<file path="config.mk">
export PLATFORM = sky130hd
export DESIGN_NAME = if_fetch
export DESIGN_NICKNAME = d
export VERILOG_FILES = /design/src/rtl/if_fetch.sv
export SDC_FILE = /design/constraint.sdc
export NUM_CORES = 1
export LEC_CHECK = 0
export ABC_AREA = 0
export BUFFER_PORTS_ARGS = -buffer_cell sky130_fd_sc_hd__buf_4
export CAP_MARGIN = 20
export CORE_ASPECT_RATIO = 0.75
export CORE_UTILIZATION = 35
export DETAILED_ROUTE_END_ITERATION = 6
export HOLD_SLACK_MARGIN = 0.15
export PLACE_DENSITY = 0.53
export SYNTH_ARGS = -nofsm -noshare
export SYNTH_HDL_FRONTEND = slang
export SYNTH_SLANG_ARGS = --single-unit
</file>
<file path="constraint.sdc">
create_clock -name clk -period 21.2 [get_ports clk]
set_input_delay 1.06 -clock clk [delete_from_list [all_inputs] [get_ports clk]]
set_output_delay 1.06 -clock clk [all_outputs]
set_load 0.02 [all_outputs]
</file>
<file path="src/rtl/if_fetch.sv">
// Instruction fetch unit: in-order word reads over req/gnt/rvalid, a small
// instruction buffer with same-edge bypass, and redirect with squash of stale reads.
module if_fetch #(
  parameter logic [31:0] RESET_PC   = 32'h0000_0000,
  parameter int          FIFO_DEPTH = 2
) (
  input  logic        clk,
  input  logic        rst,
  input  logic        stall_i,
  input  logic        jump_i,
  input  logic [31:0] jump_addr_i,
  output logic        mem_req_o,
  output logic [31:0] mem_addr_o,
  input  logic        mem_gnt_i,
  input  logic        mem_rvalid_i,
  input  logic [31:0] mem_rdata_i,
  output logic [31:0] pc_o,
  output logic [31:0] inst_o,
  output logic        inst_valid_o
);

  localparam int PW = (FIFO_DEPTH > 1) ? $clog2(FIFO_DEPTH) : 1;
  localparam int CW = $clog2(FIFO_DEPTH + 1);

  typedef enum logic {RUN = 1'b0, DRAIN = 1'b1} state_t;

  state_t          state_r;
  logic [31:0]     fpc_r;
  logic [31:0]     rpc_r;
  logic [31:0]     buf_inst_r [FIFO_DEPTH];
  logic [31:0]     buf_pc_r   [FIFO_DEPTH];
  logic [PW-1:0]   rd_ptr_r;
  logic [PW-1:0]   wr_ptr_r;
  logic [CW-1:0]   count_r;
  logic [CW-1:0]   outstanding_r;
  logic [CW-1:0]   drop_r;

  logic            credit_s;
  logic            grant_s;
  logic            resp_run_s;
  logic            pop_s;
  logic            bypass_s;
  logic            push_s;
  logic [31:0]     resp_pc_s;
  logic [31:0]     jump_tgt_s;
  logic [CW-1:0]   drop_jump_s;
  logic [CW-1:0]   outstanding_nxt_s;

  assign mem_addr_o = fpc_r;

  // Request/credit decode and the push/pop/bypass steering for this cycle
  always_comb begin
    credit_s          = ({1'b0, count_r} + {1'b0, outstanding_r}) < (CW + 1)'(FIFO_DEPTH);
    mem_req_o         = (state_r == RUN) && credit_s && !jump_i && !rst;
    grant_s           = mem_req_o && mem_gnt_i;
    resp_run_s        = mem_rvalid_i && (state_r == RUN) && !jump_i;
    pop_s             = !stall_i && !jump_i && (count_r != {CW{1'b0}});
    bypass_s          = resp_run_s && !stall_i && (count_r == {CW{1'b0}});
    push_s            = resp_run_s && !bypass_s;
    resp_pc_s         = rpc_r + 32'd4;
    jump_tgt_s        = {jump_addr_i[31:2], 2'b00};
    drop_jump_s       = outstanding_r - CW'(mem_rvalid_i);
    outstanding_nxt_s = outstanding_r + CW'(grant_s) - CW'(mem_rvalid_i);
  end

  // Buffer storage; each entry keeps the word and its decode-stage PC
  always_ff @(posedge clk) begin
    if (push_s && !rst) begin
      buf_inst_r[wr_ptr_r] <= mem_rdata_i;
      buf_pc_r[wr_ptr_r]   <= resp_pc_s;
    end
  end

  // Fetch control state, counters and the output register
  always_ff @(posedge clk) begin
    if (rst) begin
      state_r       <= RUN;
      fpc_r         <= RESET_PC;
      rpc_r         <= RESET_PC;
      rd_ptr_r      <= {PW{1'b0}};
      wr_ptr_r      <= {PW{1'b0}};
      count_r       <= {CW{1'b0}};
      outstanding_r <= {CW{1'b0}};
      drop_r        <= {CW{1'b0}};
      pc_o          <= 32'd0;
      inst_o        <= 32'd0;
      inst_valid_o  <= 1'b0;
    end else if (jump_i) begin
      // Any response landing on the redirect edge is already accounted for in drop_jump_s
      outstanding_r <= outstanding_nxt_s;
      fpc_r         <= jump_tgt_s;
      rpc_r         <= jump_tgt_s;
      rd_ptr_r      <= {PW{1'b0}};
      wr_ptr_r      <= {PW{1'b0}};
      count_r       <= {CW{1'b0}};
      drop_r        <= drop_jump_s;
      state_r       <= (drop_jump_s != {CW{1'b0}}) ? DRAIN : RUN;
      inst_o        <= 32'd0;
      inst_valid_o  <= 1'b0;
    end else begin
      outstanding_r <= outstanding_nxt_s;
      if (grant_s) fpc_r <= fpc_r + 32'd4;
      if (resp_run_s) rpc_r <= resp_pc_s;
      if (push_s) wr_ptr_r <= wr_ptr_r + PW'(1);
      if (pop_s) rd_ptr_r <= rd_ptr_r + PW'(1);
      count_r <= count_r + CW'(push_s) - CW'(pop_s);
      case (state_r)
        DRAIN: begin
          if (mem_rvalid_i) begin
            drop_r <= drop_r - CW'(1);
            if (drop_r <= CW'(1)) state_r <= RUN;
          end
        end
        default: state_r <= RUN;
      endcase
      if (!stall_i) begin
        if (pop_s) begin
          pc_o         <= buf_pc_r[rd_ptr_r];
          inst_o       <= buf_inst_r[rd_ptr_r];
          inst_valid_o <= 1'b1;
        end else if (bypass_s) begin
          pc_o         <= resp_pc_s;
          inst_o       <= mem_rdata_i;
          inst_valid_o <= 1'b1;
        end else begin
          inst_o       <= 32'd0;
          inst_valid_o <= 1'b0;
        end
      end
    end
  end

endmodule

</file>
# Word level (Yosys, flattened, before mapping)
# Memory sizes are Yosys's and may differ from the RTL's. A register that Yosys moved wholly into a read port is not among the register bits.
# Index checks and enable logic that the tools add are counted.
op_classes:
  addsub: 11
  order_cmp: 2
  n_mux: 24
  n_bitwise: 3
  reduce_logical: 27
ops:
  columns: ["cell", "n"]
  rows:
  - ["$mux W32", 8]
  - ["$add A32 B3 Y32 const B", 2]
  - ["$reduce_bool A2 Y1", 7]
  - ["$mux W1", 13]
  - ["$logic_and A1 B1 Y1", 12]
  - ["$mux W2", 3]
  - ["$sub A2 B1 Y2", 3]
  - ["$add A2 B1 Y2", 2]
  - ["$logic_not A1 Y1", 4]
  - ["$add A2 B2 Y3", 1]
  - ["$lt A3 B2 Y1 const B", 1]
  - ["$not A1 Y1", 3]
  - ["$reduce_and A3 Y1", 1]
  - ["$add A1 B1 Y1 const B", 2]
  - ["$le A2 B1 Y1 const B", 1]
  - ["$logic_not A2 Y1", 1]
  - ["$reduce_and A2 Y1", 1]
  - ["$reduce_or A2 Y1", 1]
  - ["$sub A2 B1 Y2 const B", 1]
totals:
  register_bits: 138
  ramBits: 128
  word_cells: 82
  n_memories: 2
mem_list:
  columns: ["name", "depth", "word_bits", "read_ports", "rd_clocked_by_memory_dff", "write_ports", "line_no", "source"]
  rows:
  - ["buf_inst_r", 2, 32, 1, 1, 1, "30", "logic [31:0] buf_inst_r [FIFO_DEPTH];"]
  - ["buf_pc_r", 2, 32, 1, 1, 1, "31", "logic [31:0] buf_pc_r [FIFO_DEPTH];"]

# Longest topological paths before layout
# Gate-level depths: netlist of the first run.
logic_depth:
  word_depth: 10
  mapped_depth: 11
  mapped_depth_nobuf: 11

# Least setup slack after synthesis of the first run
# OpenSTA, ideal clock, no wires.
synth_path:
  path_kind: "input to register"
  from: "input port stall_i"
  to: "memory buf_inst_r[1][0], enable pin"
  setup_time_ns: 0.657
  t_arrival_ns: 8.407
  t_required_ns: 20.543
  setup_slack_ns: 12.136
  path_stages: 7
  cell_sequence: "clkbuf_1 nor2_1 and3_1 clkbuf_1 buf_2 buf_2 nor4b_1"
synth_between:
  elab_chain_len: 8
synth_rtl:
  columns: ["element", "line_no", "source"]
  rows:
  - ["start, declared", "9", "input logic stall_i,"]
  - ["$logic_not A1 Y1", null, null]
  - ["$logic_and A1 B1 Y1 (2 in a row)", "58", "bypass_s = resp_run_s && !stall_i && (count_r == {CW{1'b0}});"]
  - ["$logic_not A1 Y1", "59", "push_s = resp_run_s && !bypass_s;"]
  - ["$logic_and A1 B1 Y1", "59", null]
  - ["$logic_and A1 B1 Y1", "68", "if (push_s && !rst) begin"]
  - ["$mux W1", "68", null]
  - ["$mux W1 (implied by the code)", "69", "buf_inst_r[wr_ptr_r] <= mem_rdata_i;"]
  - ["end, declared", "30", null]
# No other way between the ends.

# Worst setup path after layout of the first run
layout_path:
  from: "register count_r[0]"
  to: "output port mem_req_o"
layout_between:
  elab_chain_len: 5
layout_rtl:
  columns: ["element", "line_no", "source"]
  rows:
  - ["start, declared", "34", "logic [CW-1:0] count_r;"]
  - ["start signal, assigned", "82", "count_r <= {CW{1'b0}};"]
  - ["start signal, assigned", "95", "count_r <= {CW{1'b0}};"]
  - ["start signal, assigned", "106", "count_r <= count_r + CW'(push_s) - CW'(pop_s);"]
  - ["$add A2 B2 Y3", "53", "credit_s = ({1'b0, count_r} + {1'b0, outstanding_r}) < (CW + 1)'(FIFO_DEPTH);"]
  - ["$lt A3 B2 Y1", "53", null]
  - ["$logic_and A1 B1 Y1 (3 in a row)", "54", "mem_req_o = (state_r == RUN) && credit_s && !jump_i && !rst;"]
  - ["end, declared", "12", "output logic mem_req_o,"]
# No other way between the ends.

==> results of run 1 <==
==> final timing paths <==
kind / startpoint / end / slack [ns] / cells after the start
worst max register to register: count_r[0] / outstanding_r[0] / 18.17 / 10
worst min-delay path: pc_o[16] / pc_o[16] / 0.45 / 2
worst max-delay path: count_r[0] / mem_req_o / 17.91 / 5
worst min register to register: pc_o[16] / pc_o[16] / 0.45 / 2
==> where the power goes <==
group,internal [W],switching (W),total [W]
sequential,0.000539,0.0000183,0.000557
clock,0.000312,0.000200,0.000512
combinational,0.0000445,0.0000606,0.000105
==> state kept, by name, summed over array words and instances, names as in the netlist, named ones only <==
signal / flops
inst_o: 32
mem_addr_o: 30
pc_o: 30
state_r: 1
inst_valid_o: 1
buf_inst_r: 64
drop_r: 2
rd_ptr_r: 1
buf_pc_r: 60
rpc_r: 30
wr_ptr_r: 1
count_r: 2
outstanding_r: 2
==> worst max-delay path: cells and delay by family (launching register included) <==
| family | cells | cell delay (ns) |
|---|---|---|
| AND/OR/NAND/NOR | 3 | 0.67 |
| adder cells (fa/ha/maj) | 1 | 0.45 |
| flip-flops | 1 | 0.44 |
| buffers and inverters | 1 | 0.14 |
==> stage by stage <==
stage	utilization	hold WS, ns	worst slack (ns)
5_1_grt	0.437	0.470	17.83
3_5_place_dp	0.407	0.450	17.43
4_1_cts	0.437	0.459	17.91
6_report	0.437	0.453	17.91
3_3_place_gp	0.407	0.445	17.42
2_1_floorplan	-	0.480	12.14
==> area by class of cell <==
class,count,share of cell area
inverters,17,0.00463
flip-flops and latches,257,0.463
clock inverters,14,0.0143
clock buffers,36,0.0551
multi-input cells,645,0.331
well taps,406,0.0368
repair buffers,174,0.0947
diodes,1,0.000181
==> cells by family (layout without fill, tap and decap cells) <==
group,Yosys count,after routing,share of synthesized area
multiplexers,64,64,0.0608
AND/OR/NAND/NOR,282,282,0.132
adder cells (fa/ha/maj),9,9,0.0106
other,1,5,0.000332
AO/OA/AOI/OAI,200,200,0.129
buffers and inverters,87,241,0.0347
flip-flops,257,257,0.565
XOR/XNOR,86,86,0.0667
==> cell usage in the layout (no fill, tap or decap), types with 28 or more instances in the layout <==
master      n
a21oi_1    39
edfxtp_1  124
a21boi_0   28
buf_4     174
nor2_1     75
a222oi_1   32
nand3_1    33
dfxtp_1   132
xor2_1     37
nand2_1    67
mux2_2     37
xnor2_1    49
==> metal layers <==
metal	track usage	wire [um]	up-vias	share of wire
met5	0	0	-	0
met4	0.0351	410	0	0.014
met3	0.0401	1880	30	0.063
met2	0.271	13200	230	0.44
met1	0.257	14200	4083	0.48
li1	-	-	3933	-
==> impl_metrics.tcl, run 1 <==
set metrics [dict create \
    path_cells "and2_1 > fa_1 > nor3_1 > and2_1 > buf_4" \
    slew_headroom 0.309 \
    violations "DRC" \
    cellLeakagePower_nw 4.83 \
    yosysMostFrequentCell "dfxtp_1" \
    syn_area_um2 11300 \
    grt_usage 0.177 \
    synth.avg_cell_area_um2 11.5 \
    antenna_found_initial 0 \
    root_buffer "clkbuf_16" \
    hold_path_class "register to register" \
    endpoint_kind "output port" \
    grt_overflow 0 \
    initial_core_util 0.358 \
    grt_max_degree 82 \
    postRouteAntennaNets 0 \
    yosysWarnings 0 \
    max-cap-violations 0 \
    cts.repair.resized 0 \
    nets 1201 \
    period_share 0.155 \
    setup_violations 0 \
    synth-edff-count 124 \
    gp_congestion 0.865 \
    cts_tree "yes" \
    p_total_w 0.00117 \
    power_density_nw_per_um2 85.1 \
    placed_cells 1499 \
    grt_pass1_vias 7795 \
    wl_per_cell_um 19.1 \
    ios 168 \
    grt_pass1_wl_um 45600 \
    max_clock_freq_mhz 304 \
    tns_ns 0 \
    synth_top_flop_cell "dfxtp_1" \
    drv_slew 0 \
    io_buffers 161 \
    synth.distinct_cells 64 \
    ir_drop_v 0.0000649 \
    cts_buffers 27 \
    fp.dieH_um 158 \
    fin_crit_ns 3.29 \
    synth_top_area_share 0.330 \
    netlist.top_cell.by_area "edfxtp_1" \
    postCtsSetupBuffers 0 \
    seqCellArea_um2 6390 \
    clk_pin_slew_worst_paths_ns 0.06 \
    h-tree-depth 1 \
    cp_slowest_cell "fa_1" \
    syn_to_final_growth_pct 22.1 \
    worst_slew_pin_slew_ns 1.04 \
    multiInputGateArea_um2 4570 \
    fp.dieW_um 209 \
    skew_ns 0.0195 \
    rsz0062_at_grt "no" \
    cts_sinks 257 \
    dp_hpwl_um 19100 \
    yosysSeqAreaShare 0.565 \
    clockBufferDepth 3 \
    coreArea_um2 31500 \
    drive_gt1_frac 0.249 \
    synth-async-reset-ratio 0 \
    holdBufCountCts 0 \
    drtPass1Iterations 7 \
    rows 56 \
    drtIter0Drc 666 \
    route.detailed.drc 2 \
    start_kind "register" \
    clock_latency_ns 0.55 \
    synthTopCellsByArea "edfxtp_1 (33%), dfxtp_1 (24%), xnor2_1 (3.8%)" \
    syn_inst 986 \
    yosys-top-cells-count "dfxtp_1 (133), edfxtp_1 (124), nor2_1 (75)" \
    drt_wl_total_um 29600 \
    hold_viol 0 \
    dieArea_um2 33000 \
    cp_data_required_time_ns 20.14 \
    vias 8276 \
    dpl_cell_area_um2 12800 \
    arrival_ns 2.23 \
    stdcell_area_um2 13800 \
    stdcell_count 1550 \
    crit_path_frequent_cell "and2_1" \
    cp_slowest_stage_delay_ns 0.45 \
    critical_path.max_fanout 5 \
    status "complete, but fails checks" \
    vias_per_cell 5.34 \
    ys_seq_elements 257 \
    critical_path_class "register to output port" \
    fill_cells 3069 \
]
Note: power is estimated with default switching activity, not from simulation.
==> inputs of run 2 (changes only) <==
clock period = 3.1 ns   (was 21.2 ns; I/O delays follow)
==> run 2 against run 1 <==
Net effect:
- the flow now finishes without violations
- design area increased by 4.6%
- clock-buffer cell count down 5
- clock power rose to 5.7 times the previous value
- combinational power grew to 7.8 times the previous value
- critical endpoint is now rpc_r[30]
- highest routed layer unchanged
==> impl_metrics.tcl, run 2 (synthesis results as in run 1) <==
set metrics [dict create \
    nets 1280 \
    reg.largest.list "buf_inst_r x64, buf_pc_r x60, inst_o x32" \
    hold_path_class "input port to register" \
    cts_sinks 257 \
    drt_wl_total_um 30700 \
    rows 56 \
    fp.dieH_um 158 \
    slew_headroom 0.474 \
    power_frac_comb 0.108 \
    vias 8519 \
    clkPwrFrac 0.385 \
    critical-path-top-delay-family "simple AND/OR/NAND/NOR gates" \
    seq_power_share 0.506 \
    grt_max_degree 82 \
    grt_usage 0.186 \
    dieArea_um2 33000 \
    clockBufferDepth 3 \
    status "finished clean" \
    cp_data_required_time_ns 3.52 \
    max_clock_freq_mhz 351 \
    stdcell_count 1627 \
    grt_pass1_vias 8046 \
    n_antenna_cell 0 \
    drv_slew 0 \
    setup_violations 0 \
    cp_slowest_cell "dlygate4sd3_1" \
    crit_buf_inv 1 \
    arrival_ns 3.27 \
    postCtsSetupBuffers 0 \
    cp_slowest_stage_delay_ns 0.59 \
    seqCellArea_um2 6390 \
    drtIter0Drc 742 \
    drtPass1Iterations 5 \
    path_cells "ha_1 > nand4_2 > nor4_2 > nand4_1 > xor2_1 > o32ai_1 > dlygate4sd3_1" \
    ios 168 \
    route.detailed.drc 0 \
    clock_latency_ns 0.54 \
    wl_per_cell_um 18.8 \
    clk_pin_slew_worst_paths_ns 0.06 \
    coreArea_um2 31500 \
    fill_cells 2955 \
    largest_register_ffs 64 \
    dpl_cell_area_um2 13000 \
    p_switching_w 0.00188 \
    vias_per_cell 5.24 \
    max-cap-violations 0 \
    skew_ns 0.0111 \
    dp_hpwl_um 20300 \
    multiInputGateArea_um2 4580 \
    initial_core_util 0.358 \
    worst_slew_pin_slew_ns 0.789 \
    postRouteAntennaNets 0 \
    p_sw_frac 0.250 \
    cellLeakagePower_nw 5.10 \
    internal-power_w 0.00565 \
    grt_pass1_wl_um 47600 \
    critical_path.max_fanout 7 \
    h-tree-depth 1 \
    grt_overflow 0 \
    rsz0062_at_grt "no" \
    antenna_found_initial 0 \
    root_buffer "clkbuf_16" \
    syn_to_final_growth_pct 27.7 \
    cts_tree "yes" \
    start_kind "register" \
    period_share 0.918 \
    whs_ns 0.360 \
    cts.repair.resized 0 \
    fp.dieW_um 209 \
    ir_drop_v 0.000316 \
    final_core_util 0.458 \
    tns_ns 0 \
    largest-register "buf_inst_r" \
    mostFrequentLayoutCells "buf_4 (181), dfxtp_1 (131), edfxtp_1 (124)" \
    endpoint_kind "register" \
    placed_cells 1509 \
    drive_gt1_frac 0.238 \
    hold_viol 0 \
    stdcell_area_um2 14400 \
    critical_path_class "register to register" \
    power_density_nw_per_um2 522 \
    gp_congestion 0.856 \
    cts_buffers 27 \
    io_buffers 161 \
    fin_crit_ns 2.85 \
    layout_commonest_cell "buf_4" \
]
## run 2: cell types whose count changed in the layout (fill, tap and decap cells not counted), moves of 3 or more
cell           delta
buf_12            +3
buf_4             +7
dlygate4sd3_1    +69
clkinv_2          +5
clkbuf_8          -5
bufinv_16         -5
clkinv_1          +4
## run 2: area by class of cell
type                    instances  share of cell area
flip-flops and latches        257               0.443
multi-input cells             645               0.318
repair buffers                253               0.146
clock buffers                  31              0.0479
well taps                     406              0.0352
clock inverters                18             0.00598
inverters                      17             0.00442
## run 2: per-layer routing
| metal | vias to the layer above | global-route usage | part of all wire |
|---|---|---|---|
| met2 | 278 | 0.259 | 0.41 |
| met3 | 34 | 0.0292 | 0.057 |
| met1 | 4098 | 0.297 | 0.52 |
| li1 | 4109 | - | - |
| met4 | 0 | 0.0348 | 0.015 |
| met5 | - | 0 | 0 |
## run 2: power groups by stage
| stage | registers [W] | clock network (W) | logic, W |
|---|---|---|---|
| floorplan | 0.00391 | 0 | 0.000392 |
| global placement | 0.00388 | 0 | 0.000740 |
| detailed placement | 0.00388 | 0 | 0.000747 |
| global route | 0.00383 | 0.00314 | 0.000886 |
| finish | 0.00381 | 0.00290 | 0.000816 |
| CTS | 0.00381 | 0.00298 | 0.000821 |
## run 2: metrics by stage
stage,total power (W),setup slack [ns]
after floorplan,0.00430,-0.429
after global placement,0.00462,0.435
after detailed placement,0.00463,0.401
after CTS,0.00761,0.309
after global routing,0.00785,0.0856
final,0.00753,0.254
## run 2: path summary, 6_finish.rpt
kind	start	endpoint	slack, ns	cells after the start
min reg2reg	pc_o[13]	pc_o[13]	0.45	2
max reg2reg	rpc_r[3]	rpc_r[30]	0.25	7
min	mem_rdata_i[13]	buf_inst_r[1][13]	0.36	2
max	rpc_r[3]	rpc_r[30]	0.25	7
## run 2: timing repair
item	4_1_cts	5_1_grt
hold endpoints to repair	176	0
setup endpoints to repair	0	0
hold buffers	69	0
## run 2: worst reg2reg max path, cell delays in order, from the launching register on
cell           delay [ns]
dfxtp_1              0.41
ha_1                 0.30
nand4_2              0.25
nor4_2               0.54
nand4_1              0.18
xor2_1               0.33
o32ai_1              0.14
dlygate4sd3_1        0.59
==> inputs of run 3 (changes only) <==
CORE_ASPECT_RATIO = 1.5   (was 0.75)
CORE_MARGIN = 2   (was default)
==> run 3 against run 2 <==
Net effect:
- critical path depth is 2 higher
- critical path type unchanged
- die area is 2.3% higher
- fmax is 1.2% lower
==> impl_metrics.tcl, run 3 (synthesis results as in run 1) <==
set metrics [dict create \
    vias_per_cell 5.14 \
    drv_slew 0 \
    cts_tree "yes" \
    drtPass1Iterations 5 \
    coreArea_um2 31800 \
    reg2reg_from "count_r[0]" \
    grtUsageMet3 0.0189 \
    layout_commonest_cell "buf_4" \
    grt_pass1_vias 8482 \
    gr-usage-met2 0.312 \
    fp.dieW_um 151 \
    grt_overflow 0 \
    critical_path.max_fanout 6 \
    slew_headroom 0.385 \
    period_share 0.929 \
    vias 8389 \
    clockBufferDepth 3 \
    r2r_end "mem_addr_o[26]" \
    stdcell_count 1633 \
    power_frac_comb 0.102 \
    cp_data_required_time_ns 3.58 \
    clk_pin_slew_worst_paths_ns 0.06 \
    reg.largest.list "buf_inst_r x64, buf_pc_r x60, inst_o x32" \
    nets 1280 \
    setup_violations 0 \
    grt.busiest_layer "met2" \
    start_kind "register" \
    dieArea_um2 33800 \
    hold_viol 0 \
    postCtsSetupBuffers 0 \
    seqCellArea_um2 6390 \
    ir_drop_v 0.000335 \
    cts_buffers 27 \
    mostFrequentLayoutCells "buf_4 (177), dfxtp_1 (131), edfxtp_1 (124)" \
    cp.depth 9 \
    initial_core_util 0.355 \
    critical_path_class "register to register" \
    worst_slew_pin_slew_ns 0.922 \
    cp_slowest_stage_delay_ns 0.58 \
    drt_wl_total_um 29700 \
    arrival_ns 3.36 \
    largest_register_ffs 64 \
    gr-usage-met1 0.216 \
    drtIter0Drc 571 \
    max_clock_freq_mhz 347 \
    placed_cells 1511 \
    fill_cells 2984 \
    skew_ns 0.0108 \
    clkPwrFrac 0.414 \
    p_switching_w 0.00191 \
    rsz0062_at_grt "no" \
    grt_max_degree 82 \
    ios 168 \
    grt_pass1_wl_um 46600 \
    crit_buf_inv 3 \
    p_sw_frac 0.243 \
    whs_ns 0.175 \
    endpoint_kind "register" \
    route.detailed.drc 0 \
    wl_per_cell_um 18.2 \
    max-cap-violations 0 \
    root_buffer "clkbuf_16" \
    status "finished clean" \
    cellLeakagePower_nw 5.14 \
    cts_sinks 257 \
    io_buffers 161 \
    gp_congestion 0.833 \
    drive_gt1_frac 0.242 \
    fp.dieH_um 224 \
    startpoint "count_r[0]" \
    seq_power_share 0.485 \
    syn_to_final_growth_pct 29.1 \
    power_density_nw_per_um2 539 \
    internal-power_w 0.00595 \
    antenna_found_initial 2 \
    ff2ff_path_depth 9 \
    cp-endpoint "mem_addr_o[26]" \
    grt_usage 0.174 \
    path_cells "and2_1 > fa_1 > nor3_1 > nand2_1 > nor2_1 > inv_1 > buf_4 > o22ai_1 > dlygate4sd3_1" \
    hold_path_class "input port to register" \
    fin_crit_ns 2.88 \
    dp_hpwl_um 19800 \
    rows 80 \
    largest-register "buf_inst_r" \
    multiInputGateArea_um2 4580 \
    h-tree-depth 1 \
    postRouteAntennaNets 0 \
    cts.repair.resized 0 \
    cp_slowest_cell "dlygate4sd3_1" \
    critical-path-top-delay-family "simple AND/OR/NAND/NOR gates" \
    reg2reg_slack_ns 0.22 \
    clock_latency_ns 0.54 \
    min_path_cells 4 \
]
==> run 3: cell count changes in the layout (fill, tap and decap cells not counted), moves of 3 or more <==
cell | before | now
clkinv_2 | 9 | 5
bufinv_16 | 0 | 3
clkinv_1 | 8 | 1
buf_4 | 181 | 177
==> run 3: how the worst min path moves through the flow <==
stage,endpoint,slack (ns),start
after floorplan,buf_inst_r[0][0],0.25,mem_rdata_i[0]
after global placement,buf_inst_r[0][9],0.35,mem_rdata_i[9]
after detailed placement,buf_inst_r[1][17],0.36,mem_rdata_i[17]
after CTS,rpc_r[3],0.15,jump_addr_i[3]
after global routing,inst_valid_o,0.23,stall_i
final,inst_valid_o,0.17,stall_i
==> run 3: worst min-delay path: stages <==
cell and delay [ns]:
buf_4 0.09, nor2_1 0.08, o31ai_4 0.23, a21oi_1 0.10
==> run 3: what timing repair did <==
action	in CTS	in global routing
hold buffers	70	1
endpoints found under the hold margin	171	1
setup endpoints to repair	0	0
==> run 3: power by group through the flow <==
stage / Clock, W / Sequential, W / Combinational [W]
6_report: 0.00325 / 0.00381 / 0.000800
5_1_grt: 0.00347 / 0.00383 / 0.000877
4_1_cts: 0.00336 / 0.00381 / 0.000809
3_5_place_dp: 0 / 0.00388 / 0.000733
3_3_place_gp: 0 / 0.00388 / 0.000726
2_1_floorplan: 0 / 0.00391 / 0.000392
==> run 3: metal layers <==
metal,routed length [um],vias up,share of wire
met5,0,-,0
met1,12500,4021,0.42
met2,15100,215,0.51
met3,1370,48,0.046
met4,801,0,0.027
li1,-,4105,-
==> run 3: per-stage QoR <==
stage / TNS (ns) / setup WS [ns] / instance area, um^2 / utilization / power, W
floorplan: -49.77 / -0.429 / 11400 / - / 0.00430
global placement: 0 / 0.417 / 13000 / 0.408 / 0.00461
detailed placement: 0 / 0.377 / 13000 / 0.408 / 0.00462
CTS: 0 / 0.248 / 14600 / 0.458 / 0.00798
global route: 0 / 0.0396 / 14600 / 0.458 / 0.00817
finish: 0 / 0.221 / 14600 / 0.458 / 0.00786
==> run 3: layout make-up <==
type,count,area share
Tap cell,410,0.0352
Clock inverter,16,0.0124
Timing Repair Buffer,253,0.147
Antenna cell,2,0.000343
Inverter,17,0.00438
Multi-Input combinational cell,645,0.314
Clock buffer,33,0.0486
Sequential cell,257,0.438
